--- config.mk ---
export PLATFORM = sky130hd
export DESIGN_NAME = conv_seq_ctrl
export DESIGN_NICKNAME = d
export VERILOG_FILES = /design/src/rtl/conv_seq_ctrl.sv
export SDC_FILE = /design/constraint.sdc
export NUM_CORES = 1
export LEC_CHECK = 0
export CAP_MARGIN = 15
export CORE_UTILIZATION = 35
export CTS_CLUSTER_SIZE = 30
export DETAILED_ROUTE_END_ITERATION = 10
export PLACE_DENSITY_LB_ADDON = 0.12
export SLEW_MARGIN = 30
export SYNTH_ARGS = -nofsm -noshare
export SYNTH_HDL_FRONTEND = slang
export SYNTH_SLANG_ARGS = --single-unit
export TNS_END_PERCENT = 30
--- constraint.sdc ---
create_clock -name clk -period 1.35 [get_ports clk]
set_input_delay 0.27 -clock clk [delete_from_list [all_inputs] [get_ports clk]]
set_output_delay 0.27 -clock clk [all_outputs]
set_load 0.02 [all_outputs]
--- src/rtl/conv_seq_ctrl.sv ---
// Raster-order sequencer for the conv MAC datapath: MAC burst per pixel, then write-back.
// Optional abort input enabled by defining CONV_SEQ_CTRL_ABORT_EN.
module conv_seq_ctrl #(
  parameter int OUT_W      = 14,
  parameter int OUT_H      = 14,
  parameter int MAC_CYCLES = 8,
  parameter int TAP_W      = 3,
  parameter int COL_W      = 4,
  parameter int ROW_W      = 4
) (
  input  logic             clk,
  input  logic             reset,
  input  logic             start,
`ifdef CONV_SEQ_CTRL_ABORT_EN
  input  logic             abort,
`endif
  output logic             busy,
  output logic             done,
  output logic             mac_en,
  output logic             mac_clr,
  output logic [TAP_W-1:0] tap_idx,
  output logic [COL_W-1:0] out_col,
  output logic [ROW_W-1:0] out_row,
  output logic             out_valid,
  input  logic             out_ready
);

  typedef enum logic [1:0] {
    IDLE = 2'd0,
    MAC  = 2'd1,
    WB   = 2'd2,
    DONE = 2'd3
  } state_t;

  localparam logic [TAP_W-1:0] TAP_LAST = TAP_W'(MAC_CYCLES - 1);
  localparam logic [COL_W-1:0] COL_LAST = COL_W'(OUT_W - 1);
  localparam logic [ROW_W-1:0] ROW_LAST = ROW_W'(OUT_H - 1);

  state_t state;
  logic   kill;

`ifdef CONV_SEQ_CTRL_ABORT_EN
  assign kill = abort && (state != IDLE);
`else
  assign kill = 1'b0;
`endif

  always_ff @(posedge clk or posedge reset) begin
    if (reset) begin
      state     <= IDLE;
      busy      <= 1'b0;
      done      <= 1'b0;
      mac_en    <= 1'b0;
      mac_clr   <= 1'b0;
      tap_idx   <= '0;
      out_col   <= '0;
      out_row   <= '0;
      out_valid <= 1'b0;
    end else if (kill) begin
      state     <= IDLE;
      busy      <= 1'b0;
      done      <= 1'b0;
      mac_en    <= 1'b0;
      mac_clr   <= 1'b0;
      tap_idx   <= '0;
      out_col   <= '0;
      out_row   <= '0;
      out_valid <= 1'b0;
    end else begin
      unique case (state)
        IDLE: begin
          if (start) begin
            state   <= MAC;
            busy    <= 1'b1;
            mac_en  <= 1'b1;
            mac_clr <= 1'b1;
            tap_idx <= '0;
            out_col <= '0;
            out_row <= '0;
          end
        end
        MAC: begin
          mac_clr <= 1'b0;
          if (tap_idx == TAP_LAST) begin
            state     <= WB;
            mac_en    <= 1'b0;
            tap_idx   <= '0;
            out_valid <= 1'b1;
          end else begin
            tap_idx <= tap_idx + TAP_W'(1);
          end
        end
        WB: begin
          if (out_ready) begin
            out_valid <= 1'b0;
            if (out_col == COL_LAST && out_row == ROW_LAST) begin
              state   <= DONE;
              done    <= 1'b1;
              out_col <= '0;
              out_row <= '0;
            end else begin
              // next pixel: raster advance, accumulator cleared on tap 0
              state   <= MAC;
              mac_en  <= 1'b1;
              mac_clr <= 1'b1;
              if (out_col == COL_LAST) begin
                out_col <= '0;
                out_row <= out_row + ROW_W'(1);
              end else begin
                out_col <= out_col + COL_W'(1);
              end
            end
          end
        end
        DONE: begin
          state <= IDLE;
          done  <= 1'b0;
          busy  <= 1'b0;
        end
        default: state <= IDLE;
      endcase
    end
  end

endmodule

==> results.py, run 1 <==
metrics = {
    "critical_path": {
        "cp-startpoint": "out_valid",
        "critPathLaunchType": "flip-flop",
        "r2r_setup_slack_ns": 0.05,
        "path_delay_family": "flip-flops",
        "worstPathMaxFanout": 3,
        "critPathCapture": "out_valid",
        "r2r_cells": 5,
        "critPathRequiredTime_ns": 1.08,
        "crit_path_cell_trace": "dlygate4sd2_1",
        "path_depth": 1,
        "end_kind": "primary output",
        "critical_path_buf_inv_count": 1,
        "arrival_ns": 1.04,
        "rr_endpoint": "out_row[3]",
        "criticalPathCategory": "flip-flop to primary output",
        "cpMaxStageDelayCell": "dfrtp_1",
        "slowest_delay_ns": 0.41,
        "timing.rr.start": "out_col[1]",
    },
    "layout": {
        "multi_input_area_um2": 508,
        "final_cells": 158,
        "final_common_cell": "dfrtp_1",
        "utilization_pct": 51.9,
        "layout_common_cells": "16 x dfrtp_1, 15 x buf_4, 11 x o21ai_0, 11 x dlygate4sd2_1, 6 x nand2_1",
        "fillCellCount": 257,
        "area_growth_pct": 34.5,
        "drive_gt1_share_pct": 27.3,
        "layout.area.seq_um2": 453,
        "n_antenna_cell": 0,
        "final_nets": 139,
    },
    "synthesis": {
        "ys_ff_latch": 18,
        "mappedNetlistNets": 104,
        "avgSynthCellArea_um2": 10.5,
        "yosysWarnings": 0,
        "ys_types": 32,
        "synth_top_cell_by_area": "dfrtp_1",
        "syn_inst": 94,
        "syn-cell-area_um2": 990,
        "seq_area_frac_synth_pct": 45.5,
        "yosys-top-cells-area": "dfrtp_1 46%, ha_1 7.6%, o21ai_0 5.6%, buf_6 4.6%, a22o_1 3.5%",
        "synth_top_cell_area_share_pct": 45.5,
    },
    "floorplanning": {
        "ios": 20,
        "initial_core_util_pct": 38.5,
        "dieArea_mm2": 0.00304,
        "die_h_um": 55.2,
        "core-area_mm2": 0.00257,
        "fp-row-count": 18,
        "dieWidth_um": 55.2,
    },
    "grt": {
        "grt_pass1_vias": 830,
        "grt_pass1_wl_mm": 3.66,
        "grt_usage_pct": 17.2,
        "grt_start_max_net_pins": 19,
        "grt_overflow": 0,
        "antenna_found_initial": 0,
    },
    "route": {
        "routed_wirelength_mm": 2.21,
        "wire_per_inst_um": 14.0,
        "dr_total_vias": 849,
        "first_pass_iters": 4,
        "viasPerCell": 5.37,
        "drtAntennaViolNets": 0,
        "drc": 0,
        "drt_iter0_markers": 14,
    },
    "hold_path": {
        "hp-class": "input pin to async pin",
    },
    "clocking": {
        "clockBufferDepth": 2,
        "clkLatencyLatePin_ns": 0.30,
        "root_buffer": "clkbuf_4",
        "numClockSinks": 18,
        "cts_buffers": 3,
        "h-tree-depth": 1,
        "cts_setup_buffers": 0,
        "ctsHoldBuffers": 0,
        "tritoncts": "built",
        "clk_pin_slew_ns": 0.12,
    },
    "sta": {
        "period_needed_ns": 1.31,
        "setup_viol": 0,
        "rsz0062_at_grt": "yes",
        "hold_violations": 0,
        "fin_crit_sh_pct": 97.4,
        "finClkSkew_ns": 0.00793,
        "drv_slew": 0,
        "worst_pin_slew_ns": 0.335,
        "slew_headroom_pct": 77.7,
        "fmax_ghz": 0.761,
    },
    "placed_design": {
        "portBuffers": 19,
        "dp_cells": 154,
        "globalplace.congestion": 0.750,
        "dp_hpwl_mm": 1.66,
    },
    "power": {
        "ir_worst_vdd_mv": 1.28,
        "cellLeakagePower_nw": 0.600,
        "power.density_mw_per_mm2": 1350,
    },
    "job": {
        "maxCapViolations": 0,
    },
    "run_status": {
        "outcome": "completed",
    },
}
-- state kept, by name, summed over array words and instances (netlist names), 2 cells and up --
name	count
out_col	4
out_row	4
tap_idx	3
state	2
-- worst min-delay path by stage --
stage	slack, ns	start	endpoint
floorplan	0.21	reset	busy
global placement	0.48	mac_en	mac_en
detailed placement	0.48	done	done
CTS	0.27	reset	done
global route	0.34	reset	out_row[3]
finish	0.26	reset	out_row[1]
-- synth_stat cells --
master and n:
a31oi_1 3, a41oi_1 1, o211ai_1 1, and3_1 1, and2b_2 1, nand3_1 5, o311ai_2 1, nand2b_1 1
o21bai_1 2, a22o_1 4, a21oi_1 3, dfrtp_1 18, inv_1 6, nand3b_1 1, ha_1 6, nor2b_4 1
and3_2 1, buf_6 4, o32ai_1 1, or2_1 1, nor2_1 3, nand3_4 1, nand4_1 4, nor3_1 1
mux2i_2 1, nand2_1 6, o22ai_1 1, mux2i_1 1, o21a_1 1, o21ai_0 11, o2bb2ai_1 1, a211oi_1 1
-- through the flow --
step	setup TNS (ns)	cell area [µm²]	hold WS [ns]	setup WS, ns	total power, mW
after CTS	-0.0951	1320	0.273	-0.0352	1.80
after floorplan	0	1000	0.208	0.00783	1.22
after global routing	-0.0210	1330	0.335	-0.0161	1.93
after global placement	-1.70	1300	0.480	-0.213	1.51
final	0	1330	0.259	0.0351	1.80
after detailed placement	-1.69	1300	0.485	-0.197	1.52
-- power breakdown --
part	switching, mW	leakage, nW	internal, mW
registers	0.114	0.225	0.651
logic	0.374	0.355	0.309
clock network	0.185	0.0210	0.165
-- logic make-up after synthesis --
family                     count (synthesis)  synth area share [%]
AOI/OAI and AO/OA                         31                  21.2
and+or+nand+nor                           27                  16.4
DFF                                       18                  45.5
buffers and inverters                     10                  6.83
adders and majority gates                  6                  7.59
muxes                                      2                  2.40
-- timing repair --
action / CTS / global route
gates resized for setup: 18 / 12
endpoints found under the setup margin: 20 / 13
pin swaps: 0 / 4
cloned: 0 / 0
-- area by class of cell --
cell class	instances	area share, %
Sequential cell	18	34.0
Clock buffer	4	2.73
Inverter	6	1.69
Tap cell	30	2.82
Timing Repair Buffer	34	20.6
Multi-Input combinational cell	66	38.2
-- metal layers --
metal / up-vias / wire [µm] / global-route usage [%]
li1: 416 / - / -
met1: 398 / 1040 / 22.7
met2: 30 / 1020 / 27.3
met3: 5 / 104 / 2.46
met4: 0 / 43 / 8.75
met5: - / 0 / 0
Note: power is estimated with default switching activity, not from simulation.
==> inputs of run 2 (changes only) <==
- SLEW_MARGIN: 30 -> not set
==> results of run 2 <==
Same layout as run 1: the final DEF is identical, and so are final timing and power.
==> inputs of run 3 (changes only) <==
==> constraint.sdc (replaced) <==
create_clock -name clk -period 1.35 [get_ports clk]
set_input_delay 0.2025 -clock clk [delete_from_list [all_inputs] [get_ports clk]]
set_output_delay 0.2025 -clock clk [all_outputs]
set_load 0.02 [all_outputs]
==> results.py, run 3 (synthesis gave the netlist of run 1 again) <==
metrics = {
    "run_status": {
        "outcome": "completed",
    },
    "route": {
        "drc": 0,
        "drtAntennaViolNets": 0,
        "wire_per_inst_um": 14.1,
        "viasPerCell": 5.58,
        "drt_iter0_markers": 14,
        "dr_total_vias": 887,
        "first_pass_iters": 4,
        "routed_wirelength_mm": 2.25,
    },
    "power": {
        "cellLeakagePower_nw": 0.616,
        "power.density_mw_per_mm2": 1350,
        "finalPower_mw": 1.81,
        "ir_worst_vdd_mv": 1.01,
    },
    "placed_design": {
        "dp_hpwl_mm": 1.68,
        "globalplace.congestion": 0.734,
        "portBuffers": 19,
    },
    "floorplanning": {
        "ios": 20,
        "dieWidth_um": 55.2,
        "core-area_mm2": 0.00257,
        "dieArea_mm2": 0.00304,
        "initial_core_util_pct": 38.5,
        "fp-row-count": 18,
        "die_h_um": 55.2,
    },
    "clocking": {
        "clockBufferDepth": 2,
        "ctsHoldBuffers": 0,
        "numClockSinks": 18,
        "cts_buffers": 3,
        "clkLatencyLatePin_ns": 0.30,
        "cts_setup_buffers": 0,
        "tritoncts": "built",
        "h-tree-depth": 1,
        "clk_pin_slew_ns": 0.11,
        "root_buffer": "clkbuf_4",
    },
    "sta": {
        "setup_viol": 0,
        "hold_violations": 0,
        "rsz0062_at_grt": "yes",
        "slew_headroom_pct": 78.3,
        "fin_crit_sh_pct": 98.3,
        "finClkSkew_ns": 0.000969,
        "worst_pin_slew_ns": 0.325,
        "finalSetupTns_ns": 0,
        "fmax_ghz": 0.753,
        "period_needed_ns": 1.33,
        "drv_slew": 0,
    },
    "hold_path": {
        "hp-class": "input pin to async pin",
    },
    "layout": {
        "drive_gt1_share_pct": 27.9,
        "final_nets": 140,
        "n_antenna_cell": 0,
        "fillCellCount": 253,
        "area_growth_pct": 35.8,
        "layout.area.seq_um2": 453,
        "largestRegisters": "out_col (4), out_row (4), tap_idx (3)",
        "layout_common_cells": "16 x dfrtp_1, 16 x buf_4, 15 x dlygate4sd2_1",
        "multi_input_area_um2": 508,
    },
    "critical_path": {
        "r2r_cells": 5,
        "r2r_setup_slack_ns": 0.02,
        "arrival_ns": 1.50,
        "cpMaxStageDelayCell": "dfrtp_2",
        "timing.rr.start": "out_col[1]",
        "worstPathMaxFanout": 3,
        "end_kind": "flip-flop",
        "criticalPathCategory": "flip-flop to flip-flop",
        "critPathCapture": "out_row[3]",
        "critPathLaunchType": "flip-flop",
        "slowest_delay_ns": 0.42,
        "critPathRequiredTime_ns": 1.53,
        "rr_endpoint": "out_row[3]",
        "cp-startpoint": "out_col[1]",
        "crit_path_cell_trace": "inv_2 -> ha_4 -> nand4_1 -> o211ai_1 -> o311ai_2",
    },
    "grt": {
        "antenna_found_initial": 0,
        "grt_overflow": 0,
        "grt_pass1_vias": 803,
        "grt_pass1_wl_mm": 3.59,
        "grt_start_max_net_pins": 19,
        "grt_usage_pct": 17.1,
    },
    "job": {
        "maxCapViolations": 0,
    },
}
[run 3: changes by cell type in the layout (fill, tap and decap cells not counted)]
cell             before  now
buf_4                15   16
o21ai_0              11    9
nor3_1                1    0
dlygate4sd2_1        11   15
ha_1                  5    4
clkdlybuf4s15_1       2    0
o21ai_1               0    2
nand3_2               0    1
nand3_4               2    1
nor3_2                0    1
ha_2                  0    1
clkbuf_2              3    1
[run 3: stage by stage]
stage / setup WS [ns] / hold WS [ns] / instances / utilization (%) / instance area, µm²
6_report: 0.0225 / 0.206 / 159 / 52.3 / 1340
3_3_place_gp: -0.129 / 0.485 / 155 / 50.8 / 1310
3_5_place_dp: -0.146 / 0.478 / 155 / 50.8 / 1310
2_1_floorplan: 0.00783 / 0.141 / 94 / - / 1000
4_1_cts: -0.0180 / 0.217 / 159 / 51.6 / 1330
5_1_grt: -0.0437 / 0.270 / 159 / 52.3 / 1340
[run 3: where the power goes]
part / switching [mW] / leakage [nW] / internal [mW]
registers: 0.111 / 0.225 / 0.651
logic: 0.386 / 0.370 / 0.319
clock network: 0.179 / 0.0210 / 0.164
total: 0.676 / 0.616 / 1.13
[run 3: routing by layer]
layer  share of wire [%]  GRT usage, %  wire length, µm
met1                  47          23.8             1060
met4                0.67          3.33               15
met5                   0             0                0
met2                  47          25.5             1060
met3                 4.8          6.28              107
[run 3: worst max-delay path: cells and delay by family, from the launching register on]
kind,cells,cell delay [ns]
AOI/OAI and AO/OA,2,0.37
adders and majority gates,1,0.14
buffers and inverters,1,0.08
DFF,1,0.42
and+or+nand+nor,1,0.19
[run 3: layout make-up]
class,instances,area share [%]
clock buffers,4,2.70
inverters,6,1.68
multi-input cells,66,37.8
flip-flops and latches,18,33.7
well taps,30,2.79
repair buffers,35,21.3
[run 3: repair_timing]
action | in CTS | in global routing
setup endpoints to repair | 21 | 11
gates resized for setup | 18 | 9
pin swaps | 1 | 1
hold endpoints to repair | 0 | 0
[run 3: worst min-delay path by stage]
| stage | start | end | slack, ns | cells after the start |
|---|---|---|---|---|
| after floorplan | reset | busy | 0.14 | 1 |
| after global placement | done | done | 0.49 | 1 |
| after detailed placement | mac_en | mac_en | 0.48 | 1 |
| after CTS | reset | done | 0.22 | 3 |
| after global routing | reset | out_row[1] | 0.27 | 3 |
| final | reset | done | 0.21 | 3 |
